### config.mk
export PLATFORM = sky130hd
export DESIGN_NAME = branch_predictor
export DESIGN_NICKNAME = d
export VERILOG_FILES = /design/src/rtl/branch_predictor.sv
export SDC_FILE = /design/constraint.sdc
export NUM_CORES = 2
export LEC_CHECK = 0
export BUFFER_PORTS_ARGS = -buffer_cell sky130_fd_sc_hd__buf_2
export CAP_MARGIN = 30
export CORE_ASPECT_RATIO = 0.5
export CORE_MARGIN = 5
export CORE_UTILIZATION = 60
export DETAILED_ROUTE_END_ITERATION = 7
export PLACE_DENSITY = 0.8
export SYNTH_ARGS = -nofsm -noshare
export SYNTH_HDL_FRONTEND = slang
export SYNTH_SLANG_ARGS = --single-unit
### constraint.sdc
create_clock -name CLK -period 7.2 [get_ports CLK]
set_input_delay 1.08 -clock CLK [delete_from_list [all_inputs] [get_ports CLK]]
set_output_delay 1.08 -clock CLK [all_outputs]
set_load 0.03 [all_outputs]
### src/rtl/branch_predictor.sv
// Fetch-stage branch predictor: direct-mapped BTB with 2-bit saturating counters,
// trained from MEM-stage resolution, plus saturating branch/mispredict statistics.
module branch_predictor #(
    parameter  int unsigned ENTRIES = 16,
    localparam int unsigned IDX_W   = $clog2(ENTRIES)
) (
    input  logic        CLK,
    input  logic        nRST,
    input  logic [31:0] if_pc,
    output logic        pred_taken,
    output logic [31:0] pred_target,
    output logic [31:0] pred_next_pc,
    input  logic        upd_valid,
    input  logic [31:0] upd_pc,
    input  logic        upd_taken,
    input  logic [31:0] upd_target,
    input  logic        upd_mispredict,
    output logic [31:0] stat_branches,
    output logic [31:0] stat_mispredicts
);

    localparam int unsigned TAG_W = 30 - IDX_W;

    logic             valid_q  [ENTRIES];
    logic [TAG_W-1:0] tag_q    [ENTRIES];
    logic [29:0]      target_q [ENTRIES];
    logic [1:0]       ctr_q    [ENTRIES];
    logic [31:0]      stat_br_q, stat_br_d;
    logic [31:0]      stat_mp_q, stat_mp_d;

    logic [IDX_W-1:0] rd_idx, wr_idx;
    logic [TAG_W-1:0] rd_tag, wr_tag;
    logic             rd_hit, wr_hit;
    logic [1:0]       ctr_cur, ctr_d;

    // Lookup reads registered state only, so a same-cycle update is not visible.
    assign rd_idx = if_pc[IDX_W+1:2];
    assign rd_tag = if_pc[31:IDX_W+2];
    assign rd_hit = valid_q[rd_idx] && (tag_q[rd_idx] == rd_tag);

    assign pred_taken   = rd_hit && ctr_q[rd_idx][1];
    assign pred_target  = rd_hit ? {target_q[rd_idx], 2'b00} : '0;
    assign pred_next_pc = pred_taken ? pred_target : if_pc + 32'd4;

    assign wr_idx = upd_pc[IDX_W+1:2];
    assign wr_tag = upd_pc[31:IDX_W+2];
    assign wr_hit = valid_q[wr_idx] && (tag_q[wr_idx] == wr_tag);

    always_comb begin
        ctr_cur   = ctr_q[wr_idx];
        ctr_d     = ctr_cur;
        stat_br_d = stat_br_q;
        stat_mp_d = stat_mp_q;
        if (upd_taken) begin
            if (ctr_cur != 2'b11) ctr_d = ctr_cur + 2'd1;
        end else begin
            if (ctr_cur != 2'b00) ctr_d = ctr_cur - 2'd1;
        end
        if (upd_valid) begin
            if (stat_br_q != '1) stat_br_d = stat_br_q + 32'd1;
            if (upd_mispredict && stat_mp_q != '1) stat_mp_d = stat_mp_q + 32'd1;
        end
    end

    always_ff @(posedge CLK) begin
        if (!nRST) begin
            for (int unsigned i = 0; i < ENTRIES; i++) begin
                valid_q[i]  <= 1'b0;
                tag_q[i]    <= '0;
                target_q[i] <= '0;
                ctr_q[i]    <= 2'b01;
            end
            stat_br_q <= '0;
            stat_mp_q <= '0;
        end else begin
            stat_br_q <= stat_br_d;
            stat_mp_q <= stat_mp_d;
            if (upd_valid) begin
                if (wr_hit) begin
                    ctr_q[wr_idx] <= ctr_d;
                    if (upd_taken) target_q[wr_idx] <= upd_target[31:2];
                end else if (upd_taken) begin
                    // Not-taken misses are never allocated; taken misses replace the entry.
                    valid_q[wr_idx]  <= 1'b1;
                    tag_q[wr_idx]    <= wr_tag;
                    target_q[wr_idx] <= upd_target[31:2];
                    ctr_q[wr_idx]    <= 2'b10;
                end
            end
        end
    end

    assign stat_branches    = stat_br_q;
    assign stat_mispredicts = stat_mp_q;

    logic unused_low_bits;
    assign unused_low_bits = ^{if_pc[1:0], upd_pc[1:0], upd_target[1:0]};

endmodule

# ---- Word-level counts from Yosys, hierarchy flattened
# Memory sizes are Yosys's and may differ from the RTL's.
# Cells that the tools add are included.
dict set report totals {
  regBits 64
  out_inout_bits 129
  n_memories 4
  mem_bits_rw 944
}
dict set report classes {
  n_mux 33
  reduce_logical 11
  eq_ne 5
  add_sub_neg 5
  bitwise 2
}
# memory depth width rd rd_ports_with_merged_regs wr line
set memory_table {}
lappend memory_table {target_q 16 30 1 0 16 26} ;# logic [29:0] target_q [ENTRIES];
lappend memory_table {tag_q 16 26 2 0 16 25} ;# logic [TAG_W-1:0] tag_q [ENTRIES];
lappend memory_table {ctr_q 16 2 2 0 16 27} ;# logic [1:0] ctr_q [ENTRIES];
lappend memory_table {valid_q 16 1 2 0 16 24} ;# logic valid_q [ENTRIES];
# cell n
set op_table {}
lappend op_table {{$add 32x1->32 const B} 2}
lappend op_table {{$mux 32} 2}
lappend op_table {{$ne 32x32->1 const B} 2}
lappend op_table {{$mux 30} 2}
lappend op_table {{$eq 26x26->1} 2}
lappend op_table {{$add 32x3->32 const B} 1}
lappend op_table {{$reduce_or 30->1} 1}
lappend op_table {{$mux 26} 1}
lappend op_table {{$reduce_or 26->1} 1}
lappend op_table {{$mux 1} 19}
lappend op_table {{$mux 4} 4}
lappend op_table {{$mux 2} 5}
lappend op_table {{$logic_and 1x1->1} 4}
lappend op_table {{$reduce_and 2->1} 2}
lappend op_table {{$add 2x1->2 const B} 1}
lappend op_table {{$ne 2x2->1 const B} 1}
lappend op_table {{$or 1x1->1} 2}
lappend op_table {{$reduce_bool 2->1} 1}
lappend op_table {{$reduce_or 2->1} 1}
lappend op_table {{$sub 2x1->2 const B} 1}
lappend op_table {{$reduce_or 1->1} 1}

# ---- Longest topological paths before layout
# An unclocked memory read counts as a cell.
dict set report depth {
  ltp_word 10
  ltp_mapped 16
}

# ---- Least setup slack after synthesis
# No wires, ideal clock.
dict set report synth_timing {
  path_type {in2reg}
  start {in upd_pc[5]}
  end {mem tag_q[1][0] (netlist name) (enable)}
  cell_stages 14
  setup_ns 0.445
  arrival_time_ns 5.268
  n_path_buf 6
  setup_slack_ns 1.486
  t_required_ns 6.755
  cell_sequence {buf_2 buf_4 buf_2 clkbuf_1 mux4_2 mux2i_1 xnor2_1 nor2_1 a31oi_1 a211o_1 nor4_4 buf_4 buf_2 o21ai_0}
}
# element line
set synth_lines {}
lappend synth_lines {{start: declaration} 14} ;# input logic [31:0] upd_pc,
lappend synth_lines {{end: declaration} 25}

# ---- Final worst setup path
dict set report layout_timing {
  start {in if_pc[2]}
  end {out pred_next_pc[30]}
}
dict set report layout_between {
  elab_chain_cells 5
}
# element line
set layout_lines {}
lappend layout_lines {{start: declaration} 9} ;# input logic [31:0] if_pc,
lappend layout_lines {{$mem_v2 16x26} --}
lappend layout_lines {{$eq 26x26->1} 39} ;# assign rd_hit = valid_q[rd_idx] && (tag_q[rd_idx] == rd_tag);
lappend layout_lines {{$logic_and 1x1->1} 39}
lappend layout_lines {{$mux 32 / $logic_and 1x1->1 (equally long branches)} {42, 41}}
lappend layout_lines {{$mux 32 *} 43} ;# assign pred_next_pc = pred_taken ? pred_target : if_pc + 32'd4;
lappend layout_lines {{end: declaration} 12} ;# output logic [31:0] pred_next_pc,
# Every way passes the cells marked *; elsewhere a longest branch is shown, timed or not.

==> summary.txt <==
Global route
  – Total track usage: 34.43%
  – Global-route wire length before repair: 237.0 mm
  – Vias in the first global route: 35,120
  – GR Util met3: 12.23%
  – Global route total overflow: 0
  – M1 GR Usage: 46.20%
  – Global Route met2 Usage: 50.71%
  – Largest net degree at the start of global routing: about 170
  – Most used routing layer: met2
  – Initial antenna violation count: 7

STA
  – Slew @ Worst Pin: 1.041 ns
  – Hold WS: between 0.4 and 0.5 ns
  – Min Tclk post-route: 6.137 ns
  – Slew Viols, Final: 0
  – Endpoints failing setup: 0
  – RSZ-0062 raised after global routing: false
  – Final worst slack: 1.063 ns
  – Final hold violations: 0
  – Fin Setup TNS: 0 ns
  – Final Cycle Share: 85.24%
  – Max frequency: around 0.16 GHz
  – Relative slew slack: 28.60%
  – Clock Skews: between 0.02 and 0.025 ns

Routing
  – # DRC: 0
  – Detail Route Antenna Nets: 0
  – DRT Wirelength: 162.9 mm
  – Starting DRT DRC Count: 6,696
  – Routed WL per cell: 32.35 µm
  – Routed vias/inst: 7.179
  – DR vias: 36,160
  – Detailed Routing Iterations Pass 1: 6

Finish
  – Area Overhead vs Synth: 10.06%
  – Share of layout cells above drive strength 1: 24.97%
  – Final instance area: slightly below 0.06 mm²
  – Fin nets: 3,899

Setup path
  – Crit path DAT: 5.06 ns
  – Startpoint Class: input port
  – Max incr delay on CP: 0.53 ns
  – Crit path max fanout: 43
  – Crit path launch: if_pc[2]
  – Critical path type: input port to primary output
  – Worst R2R End: tag_q[7][16]
  – Critical path, cell by cell: buf_8 > buf_4 > buf_4 > mux4_2 > mux2i_1 > mux2i_1 > xor2_1 > nor4_1 > nand4b_1 > nor4_4 > buf_4 > mux2_2 > buf_2
  – Top Family by Delay on Critical Path: buffers and inverters
  – CP Data Required Time: around 6 ns
  – Crit. path cell count: 13
  – Most used cell, CP: buf_4
  – Critical R2R Launch: tag_q[4][19]
  – Worst Reg-to-Reg Cells: 10
  – R2r setup slk: 2.62 ns
  – Slowest stage cell, crit path: mux4_2
  – CP Buf/Inv Count: 5
  – Critical path endpoint: pred_next_pc[30]
  – Critical Path Sink Type: primary output

Floorplan
  – Chip width: 428.3 µm
  – Ports: between 200 and 250
  – Die Ht: between 200 and 250 µm
  – Core Footprint: 0.08644 mm²
  – Rows: 76
  – Die area: 0.09387 mm²
  – Initial core utilization: approximately three fifths

Synth
  – Post-synth EDFFs: 928
  – Register area share after synthesis: 56.13%
  – Mapped cell area: 0.05250 mm²
  – Top FF cell, synth: edfxtp_1
  – Synth area leaders: edfxtp_1, mux4_2, and2_1
  – Largest family of logic cells by synthesized area: multiplexers
  – Syn_area_per_cell: 14.00 µm²
  – Mapped Cells: 3,750
  – Ys async rst share: 0%
  – Adder-Cell Fraction of Synth Area: 0.09057%
  – Synth top cells by count: edfxtp_1, and2_1, mux4_2
  – Synth Area in XOR/XNOR: 2.169%
  – Simple-gate area share of the yosys netlist: 15.74%
  – Area leader, netlist: edfxtp_1
  – Top cell type's share of synthesized area: 53.08%
  – Yosys reg bits: 1,008
  – Cell variety after synth: 78
  – Synth warn: 0
  – Mux cell area share after synthesis: 19.44%
  – Compound-Gate Fraction of Synth Area: 2.774%
  – Cell with the most instances after synthesis: edfxtp_1

Clocking
  – CTS tree: done
  – Setup repair bufs after CTS: 0
  – CTS Buf Count: 90
  – Hold buffers post-CTS: 0
  – # clock sinks: 1,008
  – Clock root buffer: clkbuf_16
  – Clock latency on the worst-skew pair: 0.70 ns
  – Post-CTS resize count: 0
  – Clk buf depth: 3
  – Clock-pin slew on the worst setup and hold paths: 0.07 ns
  – H-tree Lvls: 3

Hold path
  – Hold Crit Class: register to register

Placement
  – Placed inst area: 0.05496 mm²
  – PortBufs: about 220
  – Hpwl dp: 96.55 mm
  – Dpl ws: 1.068 ns
  – Routability cong.: 0.9542

Flow run
  – Max-cap violations: 0

Power
  – Overall Power: 0.01309 W
  – Maximum VDD drop: slightly above 0.2 mV
  – P per Cell Area: between 200 and 250 mW/mm²
  – Leak Pwr: 20.23 nW

Status
  – Status: finished clean
[registers in the layout (all words and copies together), names as in the netlist]
register	count
ctr_q	32
stat_branches	32
stat_mispredicts	32
tag_q	416
target_q	480
valid_q	16
[power breakdown]
| part | switching (W) | internal [W] | leakage, nW | total (W) |
|---|---|---|---|---|
| combinational | 0.000947 | 0.000609 | 9.41 | 0.00156 |
| clock | 0.00221 | 0.00252 | 1.35 | 0.00472 |
| sequential | 0.000131 | 0.00668 | 9.48 | 0.00681 |
[worst register-to-register path: stages, from the launching register on]
cell and delay, ns:
edfxtp_1 0.39, mux4_2 0.48, mux2_2 0.28, a32oi_1 0.26
o221ai_1 0.20, o31a_1 0.45, a211o_1 0.48, nor4_4 0.49
buf_12 0.40, buf_12 0.57, nor3b_1 0.30
[cell usage in the layout, fill, tap and decap left out, drive strengths merged, types with 15 or more instances in the layout]
cell     synthesis  final
mux2i          149    149
nor3           228    228
nor3b          208    208
nor2            53     53
edfxtp         928    928
xnor2           86     86
nor4            20     20
a2bb2oi         20     20
xor2            44     44
inv             16     19
nand2          127    127
buf            139    348
o22ai           16     16
mux4           354    354
and3           143    143
o21ai           57     57
and2           454    454
nand3           77     77
nand4           30     30
nor2b           15     15
clkinv          12     43
a21oi           33     33
mux2            66     66
dfxtp           80     80
clkbuf         258    118
[routing by layer]
metal | wire length [µm] | vias up | part of all wire (%)
met5 | 27 | - | 0.017
met4 | 9110 | 4 | 5.6
met3 | 25500 | 564 | 16
met2 | 72150 | 3151 | 44
met1 | 56140 | 17940 | 34
li1 | - | 14500 | -
[through the flow]
stage,utilization [%],std cells
3_3_place_gp,63.18,4857
2_1_floorplan,-,3751
4_1_cts,66.79,5030
3_5_place_dp,63.58,4872
5_1_grt,66.84,5035
6_report,66.84,5037
[kinds of logic (layout without fill, tap and decap cells)]
| logic type | Yosys count | count (layout) |
|---|---|---|
| and+or+nand+nor | 1398 | 1398 |
| AOI/OAI and AO/OA | 215 | 215 |
| other | 1 | 8 |
| muxes | 569 | 569 |
| buffers and inverters | 425 | 535 |
| adders and majority gates | 4 | 4 |
| DFF | 1008 | 1008 |
| xor gates and xnor gates | 130 | 130 |
[worst min-delay path by stage]
stage / from / endpoint / slack, ns / cells after the start
floorplan: valid_q[0] / valid_q[0] / 0.43 / 2
global placement: valid_q[14] / valid_q[14] / 0.45 / 2
detailed placement: valid_q[7] / valid_q[7] / 0.47 / 2
CTS: valid_q[0] / valid_q[0] / 0.48 / 2
global route: valid_q[0] / valid_q[0] / 0.50 / 2
finish: valid_q[7] / valid_q[7] / 0.48 / 2
[final cells by class]
type                    instances  area, µm²
clock buffers                 117       2456
inverters                      28      106.4
diodes                          6      15.01
clock inverters                41      317.8
flip-flops and latches       1008      29470
well taps                    1170       1464
multi-input cells            2318      21480
repair buffers                349       2465
fillers                      5815      28660
No activity file was read; power rests on OpenSTA's default activity.
